**config.mk**
```make
export PLATFORM = sky130hd
export DESIGN_NAME = cmd_byte_framer
export DESIGN_NICKNAME = d
export VERILOG_FILES = /design/src/rtl/cmd_byte_framer.sv
export SDC_FILE = /design/constraint.sdc
export NUM_CORES = 1
export LEC_CHECK = 0
export CAP_MARGIN = 20
export CORE_AREA = 2 2 108 110
export CTS_CLUSTER_SIZE = 25
export DETAILED_ROUTE_END_ITERATION = 10
export DIE_AREA = 0 0 110 112
export PLACE_DENSITY_LB_ADDON = 0.08
export SETUP_SLACK_MARGIN = 0.5
export SYNTH_ARGS = -nofsm -noshare
export SYNTH_HDL_FRONTEND = slang
export SYNTH_SLANG_ARGS = --single-unit
```
**constraint.sdc**
```tcl
create_clock -name clk -period 4.45 [get_ports clk]
set_input_delay 0.6675 -clock clk [delete_from_list [all_inputs] [get_ports clk]]
set_output_delay 0.6675 -clock clk [all_outputs]
set_load 0.05 [all_outputs]
```
**src/rtl/cmd_byte_framer.sv**
```systemverilog
// Host command framer: hunts for the magic word, gathers four command bytes and
// presents them as one magic/command transfer. Stalled partial frames are aborted.
//
// state | meaning
// HUNT  | shifting bytes through the window looking for MAGIC
// CMD   | collecting the four command bytes, idle timer armed
// OUT   | holding the assembled command until downstream takes it
module cmd_byte_framer #(
  parameter logic [31:0] MAGIC   = 32'hF0AA550F,
  parameter logic [15:0] TIMEOUT = 16'd20000
) (
  input  logic        clk,
  input  logic        rst_n,
  input  logic [7:0]  i_byte,
  input  logic        i_byte_vld,
  output logic        o_byte_rdy,
  output logic [31:0] o_cmd_magic,
  output logic [31:0] o_cmd_command,
  output logic        o_cmd_vld,
  input  logic        i_cmd_rdy,
  output logic [7:0]  o_err_cnt,
  output logic [15:0] o_cmd_cnt,
  output logic        o_busy
);

  typedef enum logic [1:0] {HUNT, CMD, OUT} state_t;

  localparam logic [15:0] IDLE_LAST = TIMEOUT - 16'd1;

  state_t      state;
  logic [31:0] window;
  logic [2:0]  fill;
  logic [1:0]  idx;
  logic [15:0] idle;
  logic        accept;
  logic [31:0] window_nxt;

  assign accept     = i_byte_vld && o_byte_rdy;
  assign window_nxt = {window[23:0], i_byte};

  always_ff @(posedge clk or negedge rst_n) begin
    if (!rst_n) begin
      state         <= HUNT;
      window        <= '0;
      fill          <= '0;
      idx           <= '0;
      idle          <= '0;
      o_byte_rdy    <= 1'b1;
      o_cmd_vld     <= 1'b0;
      o_cmd_magic   <= '0;
      o_cmd_command <= '0;
      o_err_cnt     <= '0;
      o_cmd_cnt     <= '0;
      o_busy        <= 1'b0;
    end else begin
      case (state)
        HUNT: begin
          if (accept) begin
            window <= window_nxt;
            idle   <= '0;
            if (fill != 3'd4) fill <= fill + 3'd1;
            // Match is judged on the window including this byte.
            if (fill >= 3'd3 && window_nxt == MAGIC) begin
              state  <= CMD;
              idx    <= '0;
              o_busy <= 1'b1;
            end
          end else if (idle == IDLE_LAST) begin
            fill <= '0;
            idle <= '0;
          end else begin
            idle <= idle + 16'd1;
          end
        end

        CMD: begin
          if (accept) begin
            o_cmd_command <= {o_cmd_command[23:0], i_byte};
            idle          <= '0;
            if (idx == 2'd3) begin
              state       <= OUT;
              idx         <= '0;
              window      <= '0;
              fill        <= '0;
              o_byte_rdy  <= 1'b0;
              o_cmd_vld   <= 1'b1;
              o_cmd_magic <= MAGIC;
            end else begin
              idx <= idx + 2'd1;
            end
          end else if (idle == IDLE_LAST) begin
            state  <= HUNT;
            window <= '0;
            fill   <= '0;
            idx    <= '0;
            idle   <= '0;
            o_busy <= 1'b0;
            if (o_err_cnt != 8'hFF) o_err_cnt <= o_err_cnt + 8'd1;
          end else begin
            idle <= idle + 16'd1;
          end
        end

        OUT: begin
          if (i_cmd_rdy) begin
            state       <= HUNT;
            o_cmd_vld   <= 1'b0;
            o_cmd_magic <= '0;
            o_byte_rdy  <= 1'b1;
            o_busy      <= 1'b0;
            o_cmd_cnt   <= o_cmd_cnt + 16'd1;
          end
        end

        default: begin
          state      <= HUNT;
          o_byte_rdy <= 1'b1;
          o_cmd_vld  <= 1'b0;
          o_busy     <= 1'b0;
        end
      endcase
    end
  end

endmodule

```
# After elaboration in Yosys (flattened, before gate mapping)
# Cells that the tools add are included.
totals:
  ff_bits: 138
  input_bits: 12
  out_inout_bits: 91
  word_cells: 95
op_classes:
  n_addsub: 5
  n_lt_le_gt_ge: 1
  n_eq_ne: 17
  muxes: 42
  n_bitwise: 2
  reduce_logical: 16
ops:
  columns: ["cell", "n"]
  rows:
  - ["24-bit 2-to-1 mux", 4]
  - ["32-bit 2-to-1 mux", 3]
  - ["32-bit case mux with 2 select lines", 1]
  - ["24-bit case mux with 2 select lines", 1]
  - ["16-bit by 1-bit adder with 16-bit output (second input constant)", 2]
  - ["32-bit == test (second input constant)", 1]
  - ["16-bit 2-to-1 mux", 2]
  - ["2-bit 2-to-1 mux", 10]
  - ["4-bit AND reduction", 5]
  - ["16-bit by 15-bit == test with 1-bit output (second input constant)", 1]
  - ["3-bit 2-to-1 mux", 5]
  - ["2-bit != test (second input constant)", 7]
  - ["3-bit != test (second input constant)", 4]
  - ["1-bit 2-to-1 mux", 10]
  - ["5-bit AND reduction", 2]
  - ["1-bit case mux with 3 select lines", 3]
  - ["8-bit by 1-bit adder with 8-bit output (second input constant)", 1]
  - ["8-bit != test (second input constant)", 1]
  - ["2-bit case mux with 3 select lines", 1]
  - ["3-bit case mux with 2 select lines", 1]
  - ["2-bit == test (second input constant)", 2]
  - ["2-bit case mux with 2 select lines", 1]
  - ["2-bit AND reduction", 2]
  - ["2-bit nonzero test", 2]
  - ["other kinds (9)", 11]

# Logic depth before layout (Yosys ltp)
depth:
  depth_word: 5
  depth_mapped: 6
  mapped_depth_nobuf: 6

# Worst setup path before layout
# No wires, ideal clock.
synth_path:
  path_kind: "reg-to-reg"
  from: "register o_byte_rdy"
  to: "register fill[2]"
  setup_ps: 142
  arrival_time_ps: 1848
  path_slack_ps: 2459
  stages_incl_launch_ff: 7
  period_less_slack_ps: 1991
  path_cell_list: "dfstp_2 and2_0 clkbuf_1 a41oi_1 clkbuf_1 a2111oi_0 o22ai_1"
synth_via:
  elab_chain_len: 3
  elab_cells_between_ends: 7
synth_lines:
  columns: ["item", "line_no", "source"]
  rows:
  - ["start: declaration", "16", "output logic o_byte_rdy,"]
  - ["start signal: assignment", "48", "o_byte_rdy <= 1'b1;"]
  - ["start signal: assignment", "85", "o_byte_rdy <= 1'b0;"]
  - ["start signal: assignment", "109", "o_byte_rdy <= 1'b1;"]
  - ["1-bit logical AND (*)", "38", "assign accept = i_byte_vld && o_byte_rdy;"]
  - ["3-bit != test (no line), or another cell as far along", null, null]
  - ["3-bit AND reduction (no line) / 3-bit case mux with 2 select lines (equally long branches)", null, null]
  - ["end signal: assignment", "61", "if (fill != 3'd4) fill <= fill + 3'd1;"]
  - ["end: declaration", "32", "logic [2:0] fill;"]
# Mark *: on every way between the ends. The rest lies on a longest branch, timed or not.
# A chain may end at the register's enable or synchronous reset.

# Worst setup path after layout
layout_path:
  from: "input i_byte_vld"
  to: "register idle[10]"
layout_via:
  elab_chain_len: 2
layout_lines:
  columns: ["item", "line_no", "source"]
  rows:
  - ["start: declaration", "15", "input logic i_byte_vld,"]
  - ["1-bit logical AND", "38", null]
  - ["16-bit 2-to-1 mux", "77", "if (accept) begin"]
  - ["end signal: assignment", "72", "idle <= idle + 16'd1;"]
  - ["end signal: assignment", "100", "idle <= idle + 16'd1;"]
  - ["end: declaration", "34", "logic [15:0] idle;"]
# No other way between the ends.

==> flow_summary.json <==
{
  "cts_buffers": 9,
  "fin_crit_sh": 0.574,
  "ant_nets": 0,
  "setup_viol": 0,
  "gr-total-overflow": 0,
  "rsz0062_at_grt": "false",
  "cts_setup_buffers": 0,
  "cts_buffer_depth": 2,
  "cts_hold_buf": 0,
  "diodes": 0,
  "synthArstFlopShare": 1.00,
  "finalSetupTns_ns": 0,
  "routed_wl_um": 9750,
  "path_class": "in -> reg",
  "synth-main-ff-cell": "dfrtp_1",
  "dpl.hpwl_um": 6740,
  "grt_pass1_vias": 3242,
  "fin_crit_ns": 2.56,
  "cts_max_level": 3,
  "finalClockSkew_ns": 0.00571,
  "core-area_um2": 11200,
  "synth_edf_count": 0,
  "tightest_slew_ns": 0.912,
  "ys_seq_area_frac": 0.545,
  "outcome": "completed",
  "drive_gt1_frac": 0.121,
  "antenna_found_initial": 0,
  "die_w_um": 110,
  "cts_tree": "built",
  "r2r_slack_ns": 1.93,
  "placement.cell_area_um2": 5750,
  "gp_congestion": 0.815,
  "total_power_mw": 2.16,
  "yosysTopAreaCell": "dfrtp_1",
  "required_ns": 4.71,
  "synth.top_cells.by_area": "dfrtp_1 (54%), mux2_2 (7.8%), buf_4 (4.7%)",
  "rows": 39,
  "grt_pass1_wl_um": 16300,
  "post_cts_resize_count": 0,
  "netlist_area_um2": 4910,
  "synth.distinct_cells": 50,
  "wire_per_inst_um": 15.3,
  "report.final.slew_viol_count": 0,
  "cp-end-kind": "flip-flop",
  "fmax_mhz": 391,
  "nNetsFinal": 511,
  "grt_max_degree": 79,
  "hold_viol_final": 0,
  "yosysTopAreaCellShare": 0.540,
  "clk_latency_ns": 0.35,
  "synth_cells": 422,
  "initial_core_util": 0.440,
  "power_per_cell_area_nw_per_um2": 357,
  "yosysMostFrequentCell": "dfrtp_1",
  "dieArea_um2": 12300,
  "io_pins": 103,
  "vias": 3373,
  "startpoint_type": "input port",
  "ir_drop_mv": 0.304,
  "die_h_um": 112,
  "clk_pin_slew_ns": 0.07,
  "cp_data_arrival_time_ns": 2.82,
  "clkSinkCount": 107,
  "design_area_um2": 6060,
  "syn_avg_cell_area_um2": 11.6,
  "hold_class": "in -> async",
  "cp_max_fo": 12,
  "cap_violations": 0,
  "routed_via_density": 5.28,
  "root_buffer": "clkbuf_16",
  "dr.pass1.iters": 4,
  "yosysWarnings": 0,
  "area.growth.synth_to_final_pct": 23.2,
  "drc": 0,
  "netlist_top_cells_count": "dfrtp_1 (106), mux2_2 (34), buf_4 (31)",
  "ys_ff_latch": 107,
  "track_usage": 0.169,
  "p_leak_nw": 2.71,
  "portBuffers": 86,
  "timing.slew.headroom": 0.384,
  "drt_iter0_drc": 147
}
## sequential cells by signal, summed over array words and instances (netlist names)
register / flops
idle: 16
fill: 3
o_byte_rdy: 1
o_cmd_vld: 1
state: 2
o_err_cnt: 8
o_cmd_command: 32
o_cmd_magic: 1
o_cmd_cnt: 16
idx: 2
o_busy: 1
window: 24
## cells by family after synthesis
group | Yosys count | synth area share
AO/OA/AOI/OAI | 59 | 0.0909
XOR/XNOR | 28 | 0.0499
adder cells (fa/ha/maj) | 7 | 0.0178
buffers and inverters | 56 | 0.0672
flip-flops | 107 | 0.545
multiplexers | 35 | 0.0800
other | 1 | 0.000763
AND/OR/NAND/NOR | 129 | 0.148
## per-layer routing
layer	part of all wire	vias to the layer above	track usage
met1	0.46	1681	0.233
met3	0.047	6	0.0597
met2	0.48	52	0.255
li1	-	1634	-
met4	0.0094	0	0.0405
met5	0	-	0
## worst paths after layout
check                               from             to  depth (start not counted)
setup reg to reg                state[1]         idx[1]                          5
hold / removal                     rst_n  o_cmd_cnt[13]                          1
max in group asynchronous          rst_n   o_err_cnt[3]                          3
min in group clk           o_cmd_cnt[15]  o_cmd_cnt[15]                          1
hold reg to reg            o_cmd_cnt[15]  o_cmd_cnt[15]                          1
setup / recovery              i_byte_vld       idle[10]                          5
## critical path: stages
cell and delay, ns:
clkdlybuf4s50_1 0.49, and2_0 0.30, a41oi_1 0.75, nor2_1 0.35, nor3_1 0.26
## cell type report
class,instances,area (um^2)
inverters,10,37.5
multi-input cells,274,1980
flip-flops and latches,107,2680
clock buffers,11,243
fillers,988,5120
repair buffers,90,908
clock inverters,4,33.8
well taps,143,179
## power breakdown
group / total (mW) / switching, mW / internal, mW
clock network: 0.750 / 0.352 / 0.398
registers: 1.16 / 0.107 / 1.05
logic: 0.254 / 0.149 / 0.105
## through the flow
step                      hold WS [ns]  cells  utilization  setup slack, ns
final                            0.132    639        0.542             1.89
after global routing             0.114    639        0.542             1.67
after CTS                        0.499    638        0.539             1.87
after detailed placement         0.477    623        0.515             1.52
after global placement           0.462    623        0.515             1.60
after floorplan                  0.372    437            -             2.46
## cells in the final DEF, fill, tap and decap left out, types with 4 or more instances in the layout
cell type,synthesis,routed
ha_1,7,7
a21oi_1,4,4
a22o_1,25,25
buf_4,31,4
xor2_1,14,14
and3_1,5,5
mux2_2,34,34
nor2_1,18,18
dfrtp_1,106,106
nor3_1,7,7
nor4bb_1,6,5
nor2b_1,4,4
o21ai_0,10,10
xnor2_1,14,14
nor4b_1,4,4
nand2_1,27,27
clkdlybuf4s50_1,0,85
nand4_1,14,14
conb_1,1,16
o31ai_1,4,4
clkbuf_16,0,9
nand3_1,21,21
nor4_1,5,5
inv_1,10,10
No activity file was read; power rests on OpenSTA's default activity.
